==> config.mk <==
export PLATFORM = sky130hd
export DESIGN_NAME = snowflake_collect
export DESIGN_NICKNAME = d
export VERILOG_FILES = /design/src/rtl/snow_pkg.sv /design/src/rtl/snow_hit_cmp.sv /design/src/rtl/snowflake_collect.sv
export SDC_FILE = /design/constraint.sdc
export NUM_CORES = 1
export LEC_CHECK = 0
export ABC_AREA = 0
export CAP_MARGIN = 20
export CORE_ASPECT_RATIO = 0.7
export CORE_UTILIZATION = 46
export DETAILED_ROUTE_END_ITERATION = 16
export GPL_TIMING_DRIVEN = 1
export PLACE_DENSITY = 0.76
export SETUP_SLACK_MARGIN = 0.1
export SKIP_CTS_REPAIR_TIMING = 1
export SLEW_MARGIN = 20
export SYNTH_ARGS = -nofsm -noshare
export SYNTH_HDL_FRONTEND = slang
export SYNTH_HIERARCHICAL = 1
export SYNTH_SLANG_ARGS = --single-unit
export TNS_END_PERCENT = 20
==> constraint.sdc <==
create_clock -name clk -period 5.2 [get_ports clk]
set_input_delay 1.04 -clock clk [delete_from_list [all_inputs] [get_ports clk]]
set_output_delay 1.04 -clock clk [all_outputs]
set_load 0.02 [all_outputs]
==> src/rtl/snow_pkg.sv <==
// Shared constants, flake position table and FSM state type
// for the snowflake collection scanner.
package snow_pkg;

  localparam int N_SNOW = 15;
  localparam int X_W    = 10;
  localparam int Y_W    = 9;
  localparam int HIT_W  = 16;
  localparam int HIT_H  = 16;
  localparam int IDX_W  = 4;

  typedef enum logic {
    WAIT,
    SCAN
  } state_e;

  localparam logic [X_W-1:0] SNOW_X [N_SNOW] = '{
    10'd40,  10'd120, 10'd200, 10'd280, 10'd360,
    10'd440, 10'd520, 10'd600, 10'd5,   10'd160,
    10'd240, 10'd320, 10'd400, 10'd480, 10'd560
  };

  localparam logic [Y_W-1:0] SNOW_Y [N_SNOW] = '{
    9'd60,  9'd200, 9'd100, 9'd300, 9'd150,
    9'd400, 9'd250, 9'd350, 9'd440, 9'd30,
    9'd380, 9'd120, 9'd260, 9'd220, 9'd420
  };

endpackage

==> src/rtl/snow_hit_cmp.sv <==
// Combinational hitbox overlap test: strict absolute-distance
// window on both axes, computed one bit wider so nothing wraps.
module snow_hit_cmp
  import snow_pkg::*;
(
  input  logic [X_W-1:0] px_i,
  input  logic [Y_W-1:0] py_i,
  input  logic [X_W-1:0] sx_i,
  input  logic [Y_W-1:0] sy_i,
  output logic           hit_o
);

  logic [X_W:0] dx;
  logic [Y_W:0] dy;

  always_comb begin
    dx = (px_i >= sx_i) ? ({1'b0, px_i} - {1'b0, sx_i})
                        : ({1'b0, sx_i} - {1'b0, px_i});
    dy = (py_i >= sy_i) ? ({1'b0, py_i} - {1'b0, sy_i})
                        : ({1'b0, sy_i} - {1'b0, py_i});
    hit_o = (dx < (X_W+1)'(HIT_W)) && (dy < (Y_W+1)'(HIT_H));
  end

endmodule

==> src/rtl/snowflake_collect.sv <==
// Per-frame snowflake scanner with sticky collected mask.
// Optional GET_PULSE_EN adds get_pulse/get_idx collect events.
module snowflake_collect
  import snow_pkg::*;
(
  input  logic              clk,
  input  logic              rst_n,
  input  logic              frame_tick,
  input  logic              game_start,
  input  logic              game_en,
  input  logic [X_W-1:0]    player_x,
  input  logic [Y_W-1:0]    player_y,
  output logic [N_SNOW-1:0] snowf_get,
  output logic [N_SNOW-1:0] snowf_vis,
  output logic              all_got,
  output logic              busy
`ifdef GET_PULSE_EN
  ,
  output logic              get_pulse,
  output logic [IDX_W-1:0]  get_idx
`endif
);

  state_e              state_q, state_d;
  logic [IDX_W-1:0]    idx_q, idx_d;
  logic [X_W-1:0]      px_q, px_d;
  logic [Y_W-1:0]      py_q, py_d;
  logic [N_SNOW-1:0]   get_q, get_d;
  logic                all_q, all_d;
  logic                hit;
`ifdef GET_PULSE_EN
  logic                pulse_q, pulse_d;
  logic [IDX_W-1:0]    gidx_q, gidx_d;
`endif

  snow_hit_cmp u_cmp (
    .px_i  (px_q),
    .py_i  (py_q),
    .sx_i  (SNOW_X[idx_q]),
    .sy_i  (SNOW_Y[idx_q]),
    .hit_o (hit)
  );

  always_comb begin
    state_d = state_q;
    idx_d   = idx_q;
    px_d    = px_q;
    py_d    = py_q;
    get_d   = get_q;
    all_d   = &get_q;
`ifdef GET_PULSE_EN
    pulse_d = 1'b0;
    gidx_d  = gidx_q;
`endif
    if (game_start) begin
      state_d = WAIT;
      idx_d   = '0;
      get_d   = '0;
      all_d   = 1'b0;
    end else begin
      unique case (state_q)
        WAIT: begin
          if (frame_tick && game_en) begin
            px_d    = player_x;
            py_d    = player_y;
            idx_d   = '0;
            state_d = SCAN;
          end
        end
        SCAN: begin
          // only a fresh collect raises the pulse
          if (hit && !get_q[idx_q]) begin
            get_d[idx_q] = 1'b1;
`ifdef GET_PULSE_EN
            pulse_d = 1'b1;
            gidx_d  = idx_q;
`endif
          end
          if (idx_q == IDX_W'(N_SNOW-1)) begin
            idx_d   = '0;
            state_d = WAIT;
          end else begin
            idx_d = idx_q + 1'b1;
          end
        end
        default: state_d = WAIT;
      endcase
    end
  end

  always_ff @(posedge clk or negedge rst_n) begin
    if (!rst_n) begin
      state_q <= WAIT;
      idx_q   <= '0;
      px_q    <= '0;
      py_q    <= '0;
      get_q   <= '0;
      all_q   <= 1'b0;
`ifdef GET_PULSE_EN
      pulse_q <= 1'b0;
      gidx_q  <= '0;
`endif
    end else begin
      state_q <= state_d;
      idx_q   <= idx_d;
      px_q    <= px_d;
      py_q    <= py_d;
      get_q   <= get_d;
      all_q   <= all_d;
`ifdef GET_PULSE_EN
      pulse_q <= pulse_d;
      gidx_q  <= gidx_d;
`endif
    end
  end

  assign snowf_get = get_q;
  assign snowf_vis = ~get_q;
  assign all_got   = all_q;
  assign busy      = (state_q == SCAN);
`ifdef GET_PULSE_EN
  assign get_pulse = pulse_q;
  assign get_idx   = gidx_q;
`endif

endmodule

==> reports/qor.txt <==
Pwr Density: 286 mW/mm2
CTS buffer count: 5
Hpwl dp: 7.65 mm
Post-Syn Instances: 447
Sequential area share after synthesis: 26.3%
FP Rows: 27
WS Path Type: flip-flop to flip-flop
First-pass GRT wire length: 16.4 mm
Hold WC Path Type: flip-flop to flip-flop
Nets@finish: 570
Clock skew: 0.00429 ns
Synth top area cells: dfrtp_1 (26%), ha_1 (15%), inv_1 (6.3%), mux2_2 (5.6%), a21oi_1 (4.2%)
Core Area: 0.00794 mm2
Pre-CTS setup slack: 0.629 ns
Vias/cell: 5.90
Crit Path Max Fanout: 7
Syn. warnings: 6
Via count: 3560
Mean Syn Cell Area: 8.52 um2
Xor/xnor cell area share of the yosys netlist: 0.690%
Multi-input gate area: 0.00249 mm2
Largest family of logic cells by synthesized area: compound AO/OA/AOI/OAI gates
DRC: 0
Reg-to-reg slack, setup: 0.47 ns
Number of port buffers: 55
Setup TNS: 0 ns
Tcrit/Tclk final: 90.9%
Fin worst setup slack: 0.472 ns
Max IR drop VDD: 170 uV
Layout cell share with drive strength beyond 1: 10.4%
Mapped Area: 0.00381 mm2
Synth top area share: 26.3%
CP max stage cell: dfrtp_1
DR WL/cell: 16.5 um
Ant. Diodes: 0
Final hold viol count: 0
Outcome: completed
Share of synthesized registers carrying an async set or reset: 100%
Initial antenna violation count: 0
Overflow after GRT: 0
Slew HR: 39.3%
Max_cap viols: 0
EDFF count, synth: 0
Die height: 78.1 um
Pleak: 0.00204 uW
Setup crit start kind: flip-flop
Post-synth top cells: inv_1 (64), ha_1 (45), dfrtp_1 (40)
CTS clk-pin slew, worst paths: 0.06 ns
RePlAce Congestion: 0.950
Post-Route WL: 9.98 mm
Final core utilization: 58.1%
Die Width: 111 um
Number of I/O pins: 56
RSZ-0062 raised after global routing: false
Final Max Tran Viols: 0
Area Growth Syn to Fin: 21.1%
Largest net degree at the start of global routing: 41
Compound-cell area share of the yosys netlist: 24.2%
Crit path buffers/inverters: 2
Mux cell area share after synthesis: 8.48%
Die area: 0.00865 mm2
Final min period: 4.73 ns
Sink Count: 40
Post-Synth Adder-Cell Area: 14.8%
Ys flop type: dfrtp_1
Vias in the first global route: 3308
Max Buffers Root-to-Sink: 2
Fillers: 731
CTS HTree Levels: 2
Antenna-violating nets left: 0
Count of final setup violators: 0
Simple-gate portion of the synthesized area: 16.7%
Worst EP required: 5.43 ns
Most common cell in the synthesized netlist: inv_1
CTS tree: yes
Critical Path, Cell by Cell: inv_1, ha_1, inv_1, o21ai_0, nor2_1, a31oi_1, ha_1, and3_1, nand3_1, o211ai_1, or3_1, a221oi_2, nand3_1, a2111oi_2, and3b_1, o221ai_2, nor3_1, a22o_1
Measured slew at the worst slew-check pin: 0.911 ns
First DRT Iteration DRCs: 317
CP arrival: 4.96 ns
Clock Root Buffer: clkbuf_16
Storage element area: 0.00100 mm2
Largest stage delay on the critical path: 0.47 ns
CP top delay family: compound AO/OA/AOI/OAI gates
Crit end category: flip-flop
Clk_lat worst skew: 0.29 ns
First drt pass iteration count: 6
Initial cell density of the core: 48.0%
FF+latch count, synth: 40
All-Layer GR Usage: 23.7%
Post-synth cell types: 73
FMAX: 211 MHz
Synth area leader: dfrtp_1
## placed cells by master (no fill, tap or decap), types with 3 or more instances in the layout
cell,instances
and2_1,3
nand2_1,26
dfrtp_1,40
conb_1,4
mux2_2,19
a21boi_0,3
nor2_1,32
o21a_1,4
nand2b_1,5
clkdlybuf4s50_1,54
a31oi_1,7
clkbuf_16,5
nand3b_1,5
nor2b_1,3
mux2i_1,6
a21oi_1,32
o21ai_0,23
o211ai_1,7
or3_1,5
ha_1,45
buf_4,5
o2111ai_1,3
a22o_1,3
a21o_1,9
inv_1,64
nand3_1,8
nand4_1,7
nor3_1,9
nor4_1,3
o22ai_1,4
## layout make-up
cell class / instances / share of cell area, %
multi-input combinational: 328 / 54.0
sequential: 40 / 21.7
timing repair buffer: 60 / 12.6
inverter: 66 / 5.37
clock buffer: 6 / 2.79
tap: 101 / 2.74
clock inverter: 2 / 0.760
## per-stage QoR
stage,instance area [um2],hold slack [ns],cells,total power (uW)
detailed placement,4450,0.535,595,953
floorplan,3820,0.510,450,825
global route,4610,0.567,603,1410
finish,4610,0.540,603,1320
CTS,4610,0.549,603,1320
global placement,4450,0.527,595,941
## logic make-up after synthesis
kind of cell               count (synthesis)
AOI/OAI and AO/OA                        129
xor gates and xnor gates                   3
adders and majority gates                 45
buffers and inverters                     82
DFF                                       40
muxes                                     27
other                                      1
and+or+nand+nor                          120
## registers in the layout (all words and copies together), names as in the netlist
register	flops
idx_q	4
all_got	1
py_q	9
busy	1
px_q	10
snowf_get	15
## report_power, final
| part | switching, uW | internal, uW | total (uW) |
|---|---|---|---|
| Combinational | 331 | 253 | 584 |
| Sequential | 31.7 | 347 | 379 |
| Clock | 131 | 226 | 357 |
## layer usage
layer	GRT usage (%)	wire length, um
met5	0	0
met4	5.33	70
met3	4.63	772
met2	36.6	4380
met1	34.1	4760
## path summary, 6_finish.rpt
kind                            startpoint             to  cells past startpoint
worst max-delay path              idx_q[1]  snowf_get[11]                     18
worst min-delay path               py_q[2]        py_q[2]                      1
worst max register to register    idx_q[1]  snowf_get[11]                     18
worst min register to register     py_q[2]        py_q[2]                      1
max in group asynchronous            rst_n        py_q[2]                      1
min in group asynchronous            rst_n        px_q[8]                      1
Note: power is estimated with default switching activity, not from simulation.
